File: config.mk
export PLATFORM = sky130hd
export DESIGN_NAME = bram_stream_writer
export DESIGN_NICKNAME = d
export VERILOG_FILES = /design/src/rtl/bram_stream_writer.sv
export SDC_FILE = /design/constraint.sdc
export NUM_CORES = 1
export LEC_CHECK = 0
export ABC_CLOCK_PERIOD_IN_PS = 2100
export CAP_MARGIN = 40
export CORE_ASPECT_RATIO = 0.9
export CORE_MARGIN = 8
export CORE_UTILIZATION = 47
export DETAILED_ROUTE_END_ITERATION = 8
export PLACE_DENSITY = 0.88
export SLEW_MARGIN = 0
export SYNTH_ARGS = -nofsm -noshare
export SYNTH_HDL_FRONTEND = slang
export SYNTH_SLANG_ARGS = --single-unit
File: constraint.sdc
create_clock -name clk -period 2.1 [get_ports clk]
set_input_delay 0.315 -clock clk [delete_from_list [all_inputs] [get_ports clk]]
set_output_delay 0.315 -clock clk [all_outputs]
set_load 0.05 [all_outputs]
File: src/rtl/bram_stream_writer.sv
`default_nettype none
// ============================================================================
//  Module      : bram_stream_writer
//  Description : Writes a counted burst of valid/ready stream words into BRAM
//                port A at consecutive (wrapping) addresses, then pulses done.
//  Revision    : 1.0  initial release
// ============================================================================
module bram_stream_writer #(
    parameter int ADDR_W = 16,
    parameter int DATA_W = 16
) (
    input  logic              clk,
    input  logic              rst,
    input  logic              start,
    input  logic [ADDR_W-1:0] base_addr,
    input  logic [ADDR_W-1:0] len,
    input  logic              abort,
    input  logic              s_valid,
    input  logic [DATA_W-1:0] s_data,
    output logic              s_ready,
    output logic              bram_ena,
    output logic              bram_wea,
    output logic [ADDR_W-1:0] bram_addra,
    output logic [DATA_W-1:0] bram_dina,
    output logic              busy,
    output logic              done,
    output logic              aborted,
    output logic [ADDR_W-1:0] words_left
);

    typedef enum logic [1:0] {
        S_IDLE  = 2'd0,
        S_WRITE = 2'd1,
        S_DONE  = 2'd2
    } state_t;

    state_t            state_q, state_d;
    logic [ADDR_W-1:0] addr_q, addr_d;
    logic [ADDR_W-1:0] words_left_q, words_left_d;
    logic              bram_ena_q, bram_ena_d;
    logic [ADDR_W-1:0] bram_addra_q, bram_addra_d;
    logic [DATA_W-1:0] bram_dina_q, bram_dina_d;
    logic              busy_q, busy_d;
    logic              done_q, done_d;
    logic              aborted_q, aborted_d;

    always_comb begin
        state_d      = state_q;
        addr_d       = addr_q;
        words_left_d = words_left_q;
        bram_ena_d   = 1'b0;
        bram_addra_d = bram_addra_q;
        bram_dina_d  = bram_dina_q;
        busy_d       = 1'b0;
        done_d       = 1'b0;
        aborted_d    = 1'b0;

        case (state_q)
            S_IDLE: begin
                if (start) begin
                    busy_d = 1'b1;
                    if (len != '0) begin
                        state_d      = S_WRITE;
                        addr_d       = base_addr;
                        words_left_d = len;
                    end else begin
                        state_d = S_DONE;
                        done_d  = 1'b1;
                    end
                end
            end
            S_WRITE: begin
                busy_d = 1'b1;
                // abort wins over a same-cycle handshake; that word is discarded
                if (abort) begin
                    state_d      = S_IDLE;
                    busy_d       = 1'b0;
                    aborted_d    = 1'b1;
                    words_left_d = '0;
                end else if (s_valid) begin
                    bram_ena_d   = 1'b1;
                    bram_addra_d = addr_q;
                    bram_dina_d  = s_data;
                    addr_d       = addr_q + ADDR_W'(1);
                    words_left_d = words_left_q - ADDR_W'(1);
                    if (words_left_q == ADDR_W'(1)) begin
                        state_d = S_DONE;
                        done_d  = 1'b1;
                    end
                end
            end
            S_DONE: begin
                state_d      = S_IDLE;
                words_left_d = '0;
            end
            default: begin
                state_d      = S_IDLE;
                words_left_d = '0;
            end
        endcase
    end

    always_ff @(posedge clk) begin
        if (rst) begin
            state_q      <= S_IDLE;
            addr_q       <= '0;
            words_left_q <= '0;
            bram_ena_q   <= 1'b0;
            bram_addra_q <= '0;
            bram_dina_q  <= '0;
            busy_q       <= 1'b0;
            done_q       <= 1'b0;
            aborted_q    <= 1'b0;
        end else begin
            state_q      <= state_d;
            addr_q       <= addr_d;
            words_left_q <= words_left_d;
            bram_ena_q   <= bram_ena_d;
            bram_addra_q <= bram_addra_d;
            bram_dina_q  <= bram_dina_d;
            busy_q       <= busy_d;
            done_q       <= done_d;
            aborted_q    <= aborted_d;
        end
    end

    // Writes are the only port-A operation, so write enable tracks enable.
    assign s_ready    = (state_q == S_WRITE);
    assign bram_ena   = bram_ena_q;
    assign bram_wea   = bram_ena_q;
    assign bram_addra = bram_addra_q;
    assign bram_dina  = bram_dina_q;
    assign busy       = busy_q;
    assign done       = done_q;
    assign aborted    = aborted_q;
    assign words_left = words_left_q;

endmodule
`default_nettype wire

Word level (Yosys, flattened, before mapping):

Index checks and enable logic that the tools add are counted.
W data, S select, Z words.

* register bits: 70
* output and inout port bits: 54
* word-level logic and storage cells: 57

* $add $sub $neg: 2
* equality and inequality tests: 8
* muxes and demuxes: 27
* bitwise operators: 2
* reductions and logical operators: 9

Operator list (count)
* $mux W16: 8
* $pmux W16 S2: 2
* $add A16 B1 Y16 const B: 1
* $eq A16 B1 Y1 const B: 1
* $reduce_bool A16 Y1: 1
* $sub A16 B1 Y16 const B: 1
* $mux W2: 5
* $mux W1: 9
* $reduce_and A3 Y1: 3
* $ne A2 B2 Y1 const B: 4
* $reduce_and A5 Y1: 1
* $pmux W1 S2: 2
* $pmux W2 S2: 1
* $ne A3 B2 Y1 const B: 1
* $ne A3 B3 Y1 const B: 1
* $reduce_or A3 Y1: 1
* $eq A2 B1 Y1 const B: 1
* $logic_not A2 Y1: 1
* $not A1 Y1: 2
* $reduce_bool A2 Y1: 1
* $reduce_or A2 Y1: 1

Longest topological paths before layout:

Gate-level depths: netlist of run 1.

* depth in word-level cells: 5
* mapped depth: 8

Worst setup path before layout of run 1:

OpenSTA, ideal clock, no wires.

* path kind: reg-to-reg
* start: register words_left_q[0], in the netlist words_left[0]
* end: register words_left_q[6], in the netlist words_left[6]
* data arrival time: 2018 ps
* data required time: 1968 ps
* setup slack: -50 ps
* stages on the path, launching flop included: 9
* path through: dfxtp_1 inv_1 ha_1 or3b_1 clkbuf_1 nor3_1 xor2_1 a221oi_1 nor3_1

* cells in the longest elaborated chain, start to end: 4

RTL lines
* start, declared: line 39 `logic [ADDR_W-1:0] words_left_q, words_left_d;`
* start signal, assigned: line 117 `words_left_q <= words_left_d;`
* $sub A16 B1 Y16: line 85 `words_left_d = words_left_q - ADDR_W'(1);`
* $mux W16: line 80 `end else if (s_valid) begin`
* $mux W16: line 75 `if (abort) begin`
* $pmux W16 S2: line 58 `case (state_q)`

Every way passes these cells. The select of a mux whose other input is x is not followed.
A chain may end at the register's enable or synchronous reset.

Worst setup path after layout of run 1:

* start: register words_left_q[12], in the netlist words_left[12]
* end: output words_left[12]

RTL lines
* end, declared: line 28 `output logic [ADDR_W-1:0] words_left`

No word-level cell between the ends.

==> summary.txt, run 1 <==
Status
  • Result of the run: complete, no violations

Floorplan
  • Die area: 10500 um2
  • Starting density of the core: 47.5%
  • Overall die width: 107 um
  • Number of core rows: 30
  • Ports placed on the boundary: 107
  • Die H: 98.0 um
  • Area of the core region: 7390 um2

Synth
  • Synthesized netlist net count: 498
  • Gate count after technology mapping: 442
  • Cell area after technology mapping: 3510 um2
  • Number of distinct standard cells referenced by the synthesized netlist: 61
  • Register area share after synthesis: 39.9%
  • Syn. warnings: 0
  • Leading register cell type out of synthesis: sky130_fd_sc_hd__dfxtp_1
  • Count of flip-flops with a built-in enable after synthesis: 0
  • Post-synthesis average cell area: 7.95 um2
  • Post-synth ARST share: 0%
  • Yosys reg bits: 70

Finish
  • Antenna cells: 0
  • Number of fill cells: 614
  • Most common library cell in the layout ignoring fill and taps: sky130_fd_sc_hd__clkdlybuf4s50_1
  • Post-layout util: 68.6%
  • Nets: 623
  • Leading cell types in the layout, fill and taps excluded: sky130_fd_sc_hd__clkdlybuf4s50_1, sky130_fd_sc_hd__nand2_1, sky130_fd_sc_hd__dfxtp_1
  • Ratio of cells with drive above 1 in the final layout: 13.3%
  • Layout overhead on the synthesized area: 44.4%

Critical path
  • Register-to-Register Setup Slack: 0.21 ns
  • Cells on worst reg2reg path: 8
  • Worst path arrival time: 1.68 ns
  • Maximum fanout encountered on the critical timing path: 3
  • CP Launch Type: flip-flop
  • Worst setup path class: flip-flop to output port
  • CP endpoint kind: output port
  • Critical path required time: 1.78 ns
  • RR Endpoint: words_left[10]
  • Source of the worst register-to-register timing path: words_left[1]

Power
  • VDD IR-drop max: 0.612 mV
  • Pleak: 1.82 nW
  • Total power consumption of the routed design: 4.20 mW
  • Ratio of total power to cell area: 827 nW/um2

STA
  • Number of hold violations in the final report: 0
  • Setup-failing EPs final: 0
  • Worst Max-Slew Pin Slew: 0.745 ns
  • Time the worst path needs with I/O delays and setup: 2.00 ns
  • Worst clock skew: 0.00327 ns
  • Worst Slack Setup Final: 0.103 ns
  • Period Utilization, post-route: 95.1%
  • Final Max Slew Viols: 0
  • Max transition margin: 50.3%
  • Unrepaired setup endpoints after global routing: false
  • Upper clock frequency limit: 501 MHz

Global routing
  • First-pass GRT wire length: 17600 um
  • Initial antenna violation count: 0
  • Global-route total usage across every layer: 20.5%
  • Pin count of the biggest net entering global routing: 39
  • Vias in the first global route: 3564
  • GRT Residual Overflow: 0

Detailed routing
  • Detailed Routing Iterations Pass 1: 5
  • Post-Route WL: 11000 um
  • Vias per std cell: 5.58
  • DR DRC count: 0
  • Count of nets left with antenna violations after detail routing: 0
  • Mean routed wirelength per cell: 16.5 um
  • Via count: 3730
  • Number of DRC violations after detailed-routing iteration 0: 313

Placement
  • Gp weighted congestion: 0.984
  • Post-placement worst setup slack: -0.125 ns
  • Number of buffers added on ports: 106
  • Final HPWL from detailed placement: 8150 um

Clock tree
  • Level count of the clock H-tree: 3
  • Clock sinks: 70
  • Largest buffer count on any clock path: 2
  • TritonCTS clock tree: done
  • Cts hold-fix bufs: 0
  • TritonCTS Buffers: 9
  • CTS clock-pin slew for the worst setup and hold paths: 0.08 ns
  • Source-to-sink clock delay at the later pin of the worst-skew pair: 0.34 ns
  • Root buffer selected by CTS: sky130_fd_sc_hd__clkbuf_8

Min path
  • Hold path startpoint: bram_dina[6]
  • Hold Crit Class: flip-flop to flip-flop
  • Instance count along the most critical hold path: 2
  • Worst min-delay path endpoint: bram_dina[6]

Run
  • # Max-Cap Violations: 0
## power by group
| part | internal (mW) | leakage [nW] | switching, mW | total [mW] |
|---|---|---|---|---|
| Combinational | 0.598 | 1.14 | 0.819 | 1.42 |
| Sequential | 1.44 | 0.572 | 0.127 | 1.56 |
| Clock | 0.679 | 0.107 | 0.536 | 1.22 |
| Total | 2.71 | 1.82 | 1.48 | 4.20 |
## metrics by stage
| step | hold WS (ns) | cells | setup TNS [ns] | instance area (um2) |
|---|---|---|---|---|
| floorplan | 0.441 | 442 | 0 | 3510 |
| global placement | 0.441 | 652 | -2.66 | 4850 |
| detailed placement | 0.448 | 652 | -2.49 | 4850 |
| CTS | 0.459 | 668 | 0 | 5070 |
| global route | 0.472 | 668 | 0 | 5070 |
| finish | 0.453 | 668 | 0 | 5070 |
## metal layers
metal  vias up  part of all wire (%)  track usage [%]
met5         -                     0                0
met4         0                   2.0             7.14
met3        23                   7.7             5.07
met2       158                    47             32.6
met1      1735                    43             26.1
li1       1814                     -                -
## registers in the layout, indices dropped and copies added, names as in the netlist
name and count:
state_q 2, aborted 1, busy 1, done 1, addr_q 16, bram_dina 16
words_left 16, bram_ena 1, bram_addra 16
## kinds of logic (layout without fill, tap and decap cells)
logic type	after synthesis	count (layout)	share of synthesized area, %
simple gates	192	192	27.1
compound gates	122	122	22.3
flops	70	70	39.9
buf+inv	40	170	5.74
xor+xnor	11	11	2.74
mux	4	4	1.14
fa+ha+maj	3	3	1.07
## layout make-up
type,count,area [um2],share of cell area [%]
Multi-Input combinational cell,332,1910,37.7
Sequential cell,70,1400,27.7
Timing Repair Buffer,145,1380,27.3
Clock buffer,10,128,2.52
Tap cell,96,120,2.37
Clock inverter,6,93.8,1.85
Inverter,9,33.8,0.666
## synth_stat cells (2+ instances only)
library cell	count	area, um2
sky130_fd_sc_hd__nand2_1	93	349
sky130_fd_sc_hd__dfxtp_1	70	1400
sky130_fd_sc_hd__a21oi_1	61	305
sky130_fd_sc_hd__nor2_1	34	128
sky130_fd_sc_hd__clkbuf_1	13	48.8
sky130_fd_sc_hd__nor3_1	11	55.1
sky130_fd_sc_hd__buf_2	10	50.1
sky130_fd_sc_hd__o21ai_1	9	45.0
sky130_fd_sc_hd__inv_1	8	30.0
sky130_fd_sc_hd__xnor2_1	7	61.3
sky130_fd_sc_hd__nand3_1	6	30.0
sky130_fd_sc_hd__nand4_1	6	37.5
sky130_fd_sc_hd__nor4_1	6	37.5
sky130_fd_sc_hd__a211oi_1	5	37.5
sky130_fd_sc_hd__buf_4	5	37.5
sky130_fd_sc_hd__o21ai_0	5	25.0
sky130_fd_sc_hd__o32ai_1	5	43.8
sky130_fd_sc_hd__or3_1	5	31.3
sky130_fd_sc_hd__a31oi_1	4	25.0
sky130_fd_sc_hd__mux2i_1	4	40.0
sky130_fd_sc_hd__nand2b_1	4	25.0
sky130_fd_sc_hd__nor2b_1	4	25.0
sky130_fd_sc_hd__xor2_1	4	35.0
sky130_fd_sc_hd__a211o_1	3	26.3
sky130_fd_sc_hd__a22o_1	3	26.3
sky130_fd_sc_hd__a311oi_1	3	26.3
sky130_fd_sc_hd__ha_1	3	37.5
sky130_fd_sc_hd__nor3b_1	3	22.5
sky130_fd_sc_hd__nor4_2	3	37.5
sky130_fd_sc_hd__o21a_1	3	22.5
sky130_fd_sc_hd__a21boi_1	2	15.0
sky130_fd_sc_hd__a21o_1	2	15.0
sky130_fd_sc_hd__a221oi_1	2	17.5
sky130_fd_sc_hd__a32oi_1	2	17.5
sky130_fd_sc_hd__and2_1	2	12.5
sky130_fd_sc_hd__and4_1	2	17.5
sky130_fd_sc_hd__buf_6	2	22.5
sky130_fd_sc_hd__nand3b_1	2	15.0
sky130_fd_sc_hd__nor3_2	2	20.0
sky130_fd_sc_hd__o31ai_1	2	15.0
sky130_fd_sc_hd__or4_4	2	22.5
## repair_timing
action	CTS	global route
setup buffers	0	0
setup endpoints to repair	1	0
gates resized for setup	1	0
## worst max path at each step
stage          slack (ns)             end            from  cells after the start
6_report             0.10  words_left[12]  words_left[12]                      2
5_1_grt              0.03         s_ready      state_q[1]                      5
4_1_cts              0.09  words_left[12]  words_left[12]                      2
3_5_place_dp        -0.12   words_left[5]          len[6]                      8
3_3_place_gp        -0.14  words_left[10]          len[5]                      7
2_1_floorplan        0.16   words_left[6]   words_left[0]                      8
## worst max-delay path: stages (launching register included)
cell and delay [ns]:
sky130_fd_sc_hd__dfxtp_1 0.38, sky130_fd_sc_hd__buf_4 0.15, sky130_fd_sc_hd__clkdlybuf4s50_1 0.81
No activity file was read; power rests on OpenSTA's default activity.
==> inputs of run 2 (changes only) <==
ABC_AREA = 1   (was default)
CORE_MARGIN = 2   (was 8)
CORE_UTILIZATION = 48   (was 47)
PLACE_DENSITY = 0.89   (was 0.88)
==> run 2 against run 1 <==
- core utilization shrank 1.3 points
- clock skew increased by 0.0059 ns
- count of clock-buffer cells in the layout shrank 1
- die area shrank 20%
- combinational power rose by 9.9%
- sequential power is 4% higher
- design area decreased by 0.35%
- register-to-register slack better by 0.17 ns
- sequential share of layout area about the same
==> summary.txt, run 2 <==
Clock tree
  • TritonCTS Buffers: 9 (unchanged)
  • Largest buffer count on any clock path: 2 (unchanged)
  • Clock sinks: 70 (unchanged)
  • CTS clock-pin slew for the worst setup and hold paths: 0.08 ns (about the same)
  • Root buffer selected by CTS: sky130_fd_sc_hd__clkbuf_8 (unchanged)
  • Source-to-sink clock delay at the later pin of the worst-skew pair: 0.34 ns (about the same)
  • Number of gates resized after CTS: 0 (was 1)
  • Post-CTS setup buffer count: 0 (unchanged)
  • TritonCTS clock tree: done (unchanged)
  • Level count of the clock H-tree: 3 (unchanged)
  • Cts hold-fix bufs: 0 (unchanged)

Detailed routing
  • Top routing layer in use: met4 (unchanged)
  • Vias per std cell: 5.22 (was 5.58)
  • Count of nets left with antenna violations after detail routing: 0 (unchanged)
  • Detailed Routing Iterations Pass 1: 6 (was 5)
  • Via count: 4103 (was 3730)
  • Met3 layer wire length in the routed design: 734 um (was 846 um)
  • Mean routed wirelength per cell: 13.4 um (was 16.5 um)
  • Wire length on met1: 4820 um (was 4780 um)
  • Routed met2 length: 4870 um (was 5170 um)
  • DR DRC count: 0 (unchanged)
  • Post-Route WL: 10500 um (was 11000 um)
  • Number of DRC violations after detailed-routing iteration 0: 350 (was 313)

Synth
  • Leading cell types by total area after synthesis: sky130_fd_sc_hd__dfxtp_1, sky130_fd_sc_hd__nand2_1, sky130_fd_sc_hd__nor2_1 (was sky130_fd_sc_hd__dfxtp_1, sky130_fd_sc_hd__nand2_1, sky130_fd_sc_hd__a21oi_1)
  • Most instantiated cells after synthesis: sky130_fd_sc_hd__nand2_1, sky130_fd_sc_hd__nor2_1, sky130_fd_sc_hd__dfxtp_1 (was sky130_fd_sc_hd__nand2_1, sky130_fd_sc_hd__dfxtp_1, sky130_fd_sc_hd__a21oi_1)
  • Number of distinct standard cells referenced by the synthesized netlist: 29 (was 61)
  • Count of flip-flops with a built-in enable after synthesis: 0 (unchanged)
  • Area fraction of the dominant cell type after synthesis: 37.8% (was 39.9%)
  • Most used standard cell by instance count after synthesis: sky130_fd_sc_hd__nand2_1 (unchanged)
  • Register area share after synthesis: 37.8% (was 39.9%)
  • Cell type with the highest aggregate area in the netlist: sky130_fd_sc_hd__dfxtp_1 (unchanged)
  • Yosys reg bits: 70 (unchanged)
  • Gate count after technology mapping: 584 (was 442)
  • Syn. warnings: 0 (unchanged)
  • Post-synth ARST share: 0% (unchanged)
  • Cell area after technology mapping: 3710 um2 (was 3510 um2)
  • Synthesized netlist net count: 640 (was 498)
  • Post-synthesis average cell area: 6.35 um2 (was 7.95 um2)
  • Leading register cell type out of synthesis: sky130_fd_sc_hd__dfxtp_1 (unchanged)

Critical path
  • Critical path required time: 1.78 ns (about the same)
  • Stage delay of the slowest cell on the critical path: 0.86 ns (was 0.81 ns)
  • CP top delay family: buffers and inverters (unchanged)
  • Maximum fanout encountered on the critical timing path: 6 (was 3)
  • CP endpoint kind: output port (unchanged)
  • CP Launch Type: flip-flop (unchanged)
  • Critical Path Slowest Stage Cell: sky130_fd_sc_hd__clkdlybuf4s50_1 (unchanged)
  • Buffering stage count on the worst path with inverters included: 1 (was 2)
  • Worst setup path class: flip-flop to output port (unchanged)
  • Chain of cells forming the critical path: clkdlybuf4s50_1 (was buf_4 > clkdlybuf4s50_1)
  • Worst path arrival time: 1.67 ns (was 1.68 ns)

STA
  • Worst Max-Slew Pin Slew: 0.571 ns (was 0.745 ns)
  • Setup-failing EPs final: 0 (unchanged)
  • Number of hold violations in the final report: 0 (unchanged)
  • Max transition margin: 61.9% (was 50.3%)
  • Upper clock frequency limit: 505 MHz (was 501 MHz)
  • Final setup TNS: 0 ns (unchanged)
  • Time the worst path needs with I/O delays and setup: 1.98 ns (was 2.00 ns)
  • Unrepaired setup endpoints after global routing: false (unchanged)
  • Period Utilization, post-route: 94.3% (was 95.1%)
  • Worst clock skew: 0.00921 ns (was 0.00327 ns)
  • Final Max Slew Viols: 0 (unchanged)

Finish
  • Number of fill cells: 644 (was 614)
  • Post-layout util: 67.3% (was 68.6%)
  • Nets: 741 (was 623)
  • Leading cell types in the layout, fill and taps excluded: sky130_fd_sc_hd__nand2_1, sky130_fd_sc_hd__clkdlybuf4s50_1, sky130_fd_sc_hd__nor2_1 (was sky130_fd_sc_hd__clkdlybuf4s50_1, sky130_fd_sc_hd__nand2_1, sky130_fd_sc_hd__dfxtp_1)
  • Most common library cell in the layout ignoring fill and taps: sky130_fd_sc_hd__nand2_1 (was sky130_fd_sc_hd__clkdlybuf4s50_1)
  • Antenna cells: 0 (unchanged)
  • Ratio of cells with drive above 1 in the final layout: 6.96% (was 13.3%)
  • Layout overhead on the synthesized area: 36.3% (was 44.4%)

Global routing
  • Initial antenna violation count: 0 (unchanged)
  • GRT Residual Overflow: 0 (unchanged)
  • Global-route total usage across every layer: 24.5% (was 20.5%)
  • First-pass GRT wire length: 17000 um (was 17600 um)
  • Pin count of the biggest net entering global routing: 37 (was 39)
  • Vias in the first global route: 3608 (was 3564)

Floorplan
  • Die area: 8450 um2 (was 10500 um2)
  • Number of core rows: 30 (unchanged)
  • Starting density of the core: 49.4% (was 47.5%)
  • Ports placed on the boundary: 107 (unchanged)
  • Overall die width: 96.7 um (was 107 um)
  • Area of the core region: 7510 um2 (was 7390 um2)
  • Die H: 87.4 um (was 98.0 um)

Power
  • Pleak: 2.14 nW (was 1.82 nW)
  • Ratio of total power to cell area: 877 nW/um2 (was 827 nW/um2)
  • VDD IR-drop max: 0.516 mV (was 0.612 mV)

Placement
  • Final HPWL from detailed placement: 7890 um (was 8150 um)
  • Number of buffers added on ports: 106 (unchanged)
  • Gp weighted congestion: 0.947 (was 0.984)

Status
  • Result of the run: complete, no violations (unchanged)

Run
  • # Max-Cap Violations: 0 (unchanged)

Min path
  • Hold Crit Class: flip-flop to flip-flop (unchanged)
-- run 2: where the power goes --
part / total (mW) / internal (mW) / switching (mW)
Clock: 1.26 / 0.688 / 0.568
Sequential: 1.62 / 1.46 / 0.156
Combinational: 1.56 / 0.544 / 1.01
-- run 2: logic make-up after synthesis --
family | Yosys count | share of synthesized area (%)
xor+xnor | 3 | 0.709
buf+inv | 68 | 8.33
fa+ha+maj | 3 | 1.01
flops | 70 | 37.8
compound gates | 93 | 12.8
simple gates | 347 | 39.4
-- run 2: through the flow --
| stage | power, mW | setup WS, ns | cell area, um2 | std cells | hold slack [ns] |
|---|---|---|---|---|---|
| after floorplan | 2.70 | 0.260 | 3710 | 584 | 0.438 |
| after global placement | 3.15 | 0.196 | 4820 | 770 | 0.463 |
| after detailed placement | 3.18 | 0.163 | 4820 | 770 | 0.469 |
| after CTS | 4.43 | 0.129 | 5050 | 786 | 0.481 |
| after global routing | 4.67 | 0.0932 | 5050 | 786 | 0.498 |
| final | 4.43 | 0.120 | 5050 | 786 | 0.478 |
-- run 2: layer usage --
layer / track usage, % / up-vias
li1: - / 2064
met1: 33.7 / 1867
met2: 39.9 / 160
met3: 3.93 / 12
met4: 7.55 / 0
met5: 0 / -
-- run 2: area by class of cell --
cell class	count	area [um2]	area share [%]
clock buffer	9	124	2.45
clock inverter	7	105	2.08
inverter	43	166	3.29
multi-input combinational	446	2000	39.5
sequential	70	1400	27.7
tap	96	120	2.38
timing repair buffer	115	1140	22.5
-- run 2: worst paths after layout --
| kind | start | endpoint | slack [ns] | depth (start not counted) |
|---|---|---|---|---|
| setup / recovery | words_left[12] | words_left[12] | 0.12 | 1 |
| setup reg to reg | words_left[0] | words_left[6] | 0.38 | 9 |
| hold reg to reg | bram_addra[0] | bram_addra[0] | 0.48 | 2 |
| hold / removal | bram_addra[0] | bram_addra[0] | 0.48 | 2 |
==> inputs of run 3 (changes only) <==
CORE_UTILIZATION = 55   (was 48)
DONT_BUFFER_PORTS = 1   (was default)
PLACE_DENSITY = 0.78   (was 0.89)
==> run 3 against run 2 <==
- combinational power decreased by 23%
- first-iteration DRC count decreased by 26%
- critical endpoint is now s_ready
- core utilization decreased by 5.2 points
- clock power decreased by 17%
- highest routed layer unchanged
==> summary.txt, run 3 (synthesis gave the netlist of run 2 again) <==
STA
  • Worst Slack Setup Final: 0.184 ns (was 0.120 ns)
  • Setup-failing EPs final: 0 (unchanged)
  • Number of hold violations in the final report: 0 (unchanged)
  • Worst Max-Slew Pin Slew: 0.634 ns (was 0.571 ns)
  • Max transition margin: 57.7% (was 61.9%)
  • Hold slack: 0.0205 ns (was 0.478 ns)
  • Unrepaired setup endpoints after global routing: false (unchanged)
  • Time the worst path needs with I/O delays and setup: 1.92 ns (was 1.98 ns)
  • Worst clock skew: 0.00767 ns (was 0.00921 ns)
  • Period Utilization, post-route: 91.2% (was 94.3%)
  • Final setup TNS: 0 ns (unchanged)
  • Upper clock frequency limit: 522 MHz (was 505 MHz)
  • Final Max Slew Viols: 0 (unchanged)

Global routing
  • Initial antenna violation count: 0 (unchanged)
  • First-pass GRT wire length: 15300 um (was 17000 um)
  • Global-route total usage across every layer: 26.0% (was 24.5%)
  • Pin count of the biggest net entering global routing: 44 (was 37)
  • GRT Residual Overflow: 0 (unchanged)
  • Vias in the first global route: 3222 (was 3608)

Finish
  • Layout overhead on the synthesized area: 9.75% (was 36.3%)
  • Antenna cells: 0 (unchanged)
  • Leading cell types in the layout, fill and taps excluded: sky130_fd_sc_hd__nand2_1, sky130_fd_sc_hd__nor2_1, sky130_fd_sc_hd__dfxtp_1 (was sky130_fd_sc_hd__nand2_1, sky130_fd_sc_hd__clkdlybuf4s50_1, sky130_fd_sc_hd__nor2_1)
  • Post-layout util: 62.1% (was 67.3%)
  • Non-filler instance count after layout: 691 (was 786)
  • Most common library cell in the layout ignoring fill and taps: sky130_fd_sc_hd__nand2_1 (unchanged)
  • Ratio of cells with drive above 1 in the final layout: 10.5% (was 6.96%)
  • Final standard cell area without fillers: 4070 um2 (was 5050 um2)
  • Nets: 652 (was 741)

Critical path
  • Maximum fanout encountered on the critical timing path: 21 (was 6)
  • Register-to-Register Setup Slack: 0.36 ns (was 0.38 ns)
  • Cells on worst reg2reg path: 7 (was 9)
  • Worst setup path class: flip-flop to output port (unchanged)
  • Critical path required time: 1.78 ns (about the same)
  • Source of the critical timing path: state_q[1] (was words_left[12])
  • Source of the worst register-to-register timing path: state_q[1] (was words_left[0])
  • CP Launch Type: flip-flop (unchanged)
  • Worst path arrival time: 1.60 ns (was 1.67 ns)
  • Crit path to: s_ready (was words_left[12])
  • CP endpoint kind: output port (unchanged)
  • RR Endpoint: bram_addra[4] (was words_left[6])

Run
  • # Max-Cap Violations: 0 (unchanged)

Placement
  • Placed insts: 671 (was 770)
  • Number of buffers added on ports: 0 (was 106)
  • Gp weighted congestion: 0.933 (was 0.947)
  • Post-place instance area: 3840 um2 (was 4820 um2)
  • Post-placement worst setup slack: 0.365 ns (was 0.163 ns)
  • Final HPWL from detailed placement: 7150 um (was 7890 um)

Status
  • Result of the run: complete, no violations (unchanged)

Floorplan
  • Die H: 81.9 um (was 87.4 um)
  • Number of core rows: 28 (was 30)
  • Area of the core region: 6550 um2 (was 7510 um2)
  • Ports placed on the boundary: 107 (unchanged)
  • Die area: 7420 um2 (was 8450 um2)
  • Overall die width: 90.6 um (was 96.7 um)
  • Starting density of the core: 56.6% (was 49.4%)

Clock tree
  • Clock sinks: 70 (unchanged)
  • Largest buffer count on any clock path: 2 (unchanged)
  • Source-to-sink clock delay at the later pin of the worst-skew pair: 0.36 ns (was 0.34 ns)
  • CTS clock-pin slew for the worst setup and hold paths: 0.09 ns (was 0.08 ns)
  • TritonCTS Buffers: 9 (unchanged)
  • TritonCTS clock tree: done (unchanged)
  • Level count of the clock H-tree: 3 (unchanged)
  • Root buffer selected by CTS: sky130_fd_sc_hd__clkbuf_8 (unchanged)

Detailed routing
  • Number of DRC violations after detailed-routing iteration 0: 259 (was 350)
  • Detailed Routing Iterations Pass 1: 5 (was 6)
  • Mean routed wirelength per cell: 14.2 um (was 13.4 um)
  • Count of nets left with antenna violations after detail routing: 0 (unchanged)
  • Vias per std cell: 5.34 (was 5.22)
  • Top routing layer in use: met4 (unchanged)
  • Wire length on met1: 4420 um (was 4820 um)
  • Via count: 3693 (was 4103)
  • Routed met2 length: 4450 um (was 4870 um)
  • Post-Route WL: 9850 um (was 10500 um)
  • Met3 layer wire length in the routed design: 878 um (was 734 um)
  • DR DRC count: 0 (unchanged)

Power
  • Pleak: 1.80 nW (was 2.14 nW)
  • VDD IR-drop max: 0.537 mV (was 0.516 mV)
  • Total power consumption of the routed design: 4.01 mW (was 4.43 mW)
  • Ratio of total power to cell area: 986 nW/um2 (was 877 nW/um2)

Min path
  • Hold Crit Class: primary input to flip-flop (was flip-flop to flip-flop)
  • Instance count along the most critical hold path: 1 (was 2)
run 3: cell count changes in the layout (fill, tap and decap cells not counted), moves of 2 or more:
| cell | delta |
|---|---|
| sky130_fd_sc_hd__buf_4 | +15 |
| sky130_fd_sc_hd__dlygate4sd3_1 | +2 |
| sky130_fd_sc_hd__clkinvlp_4 | +2 |
| sky130_fd_sc_hd__bufinv_16 | -2 |
| sky130_fd_sc_hd__clkdlybuf4s50_1 | -105 |
run 3: worst max-delay path: stages (launching register included):
cell and delay (ns):
sky130_fd_sc_hd__dfxtp_1 0.41, sky130_fd_sc_hd__inv_2 0.05, sky130_fd_sc_hd__nand2_2 0.08, sky130_fd_sc_hd__buf_4 0.27
sky130_fd_sc_hd__clkinvlp_4 0.20, sky130_fd_sc_hd__buf_4 0.22
run 3: timing repair:
action                     in CTS  in global routing
buffers inserted                0                  2
hold buffers                    1                  1
setup endpoints to repair       0                  1
hold endpoints to repair        1                  3
resized for setup               0                  1
run 3: worst min-delay path by stage:
stage / start / endpoint / slack (ns)
6_report: rst / addr_q[10] / 0.02
5_1_grt: rst / words_left[12] / 0.005
4_1_cts: rst / words_left[10] / 0.0008
3_5_place_dp: rst / words_left[9] / 0.39
3_3_place_gp: rst / words_left[13] / 0.39
2_1_floorplan: abort / aborted / 0.44
run 3: per-layer routing:
metal / GRT usage (%) / vias up
li1: - / 1881
met1: 34.6 / 1650
met4: 6.46 / 0
met2: 40.6 / 151
met5: 0 / -
met3: 8.99 / 11
run 3: cell type report:
cell class | count | area (um2)
clock inverters | 7 | 63.8
multi-input cells | 446 | 2000
flip-flops and latches | 70 | 1400
clock buffers | 9 | 124
fillers | 607 | 2480
well taps | 90 | 113
repair buffers | 26 | 200
inverters | 43 | 170
run 3: where the power goes:
group | total [mW] | leakage (nW) | switching [mW] | internal, mW
combinational | 1.20 | 1.14 | 0.827 | 0.376
sequential | 1.76 | 0.572 | 0.294 | 1.46
clock | 1.05 | 0.0903 | 0.601 | 0.454
total | 4.01 | 1.80 | 1.72 | 2.29
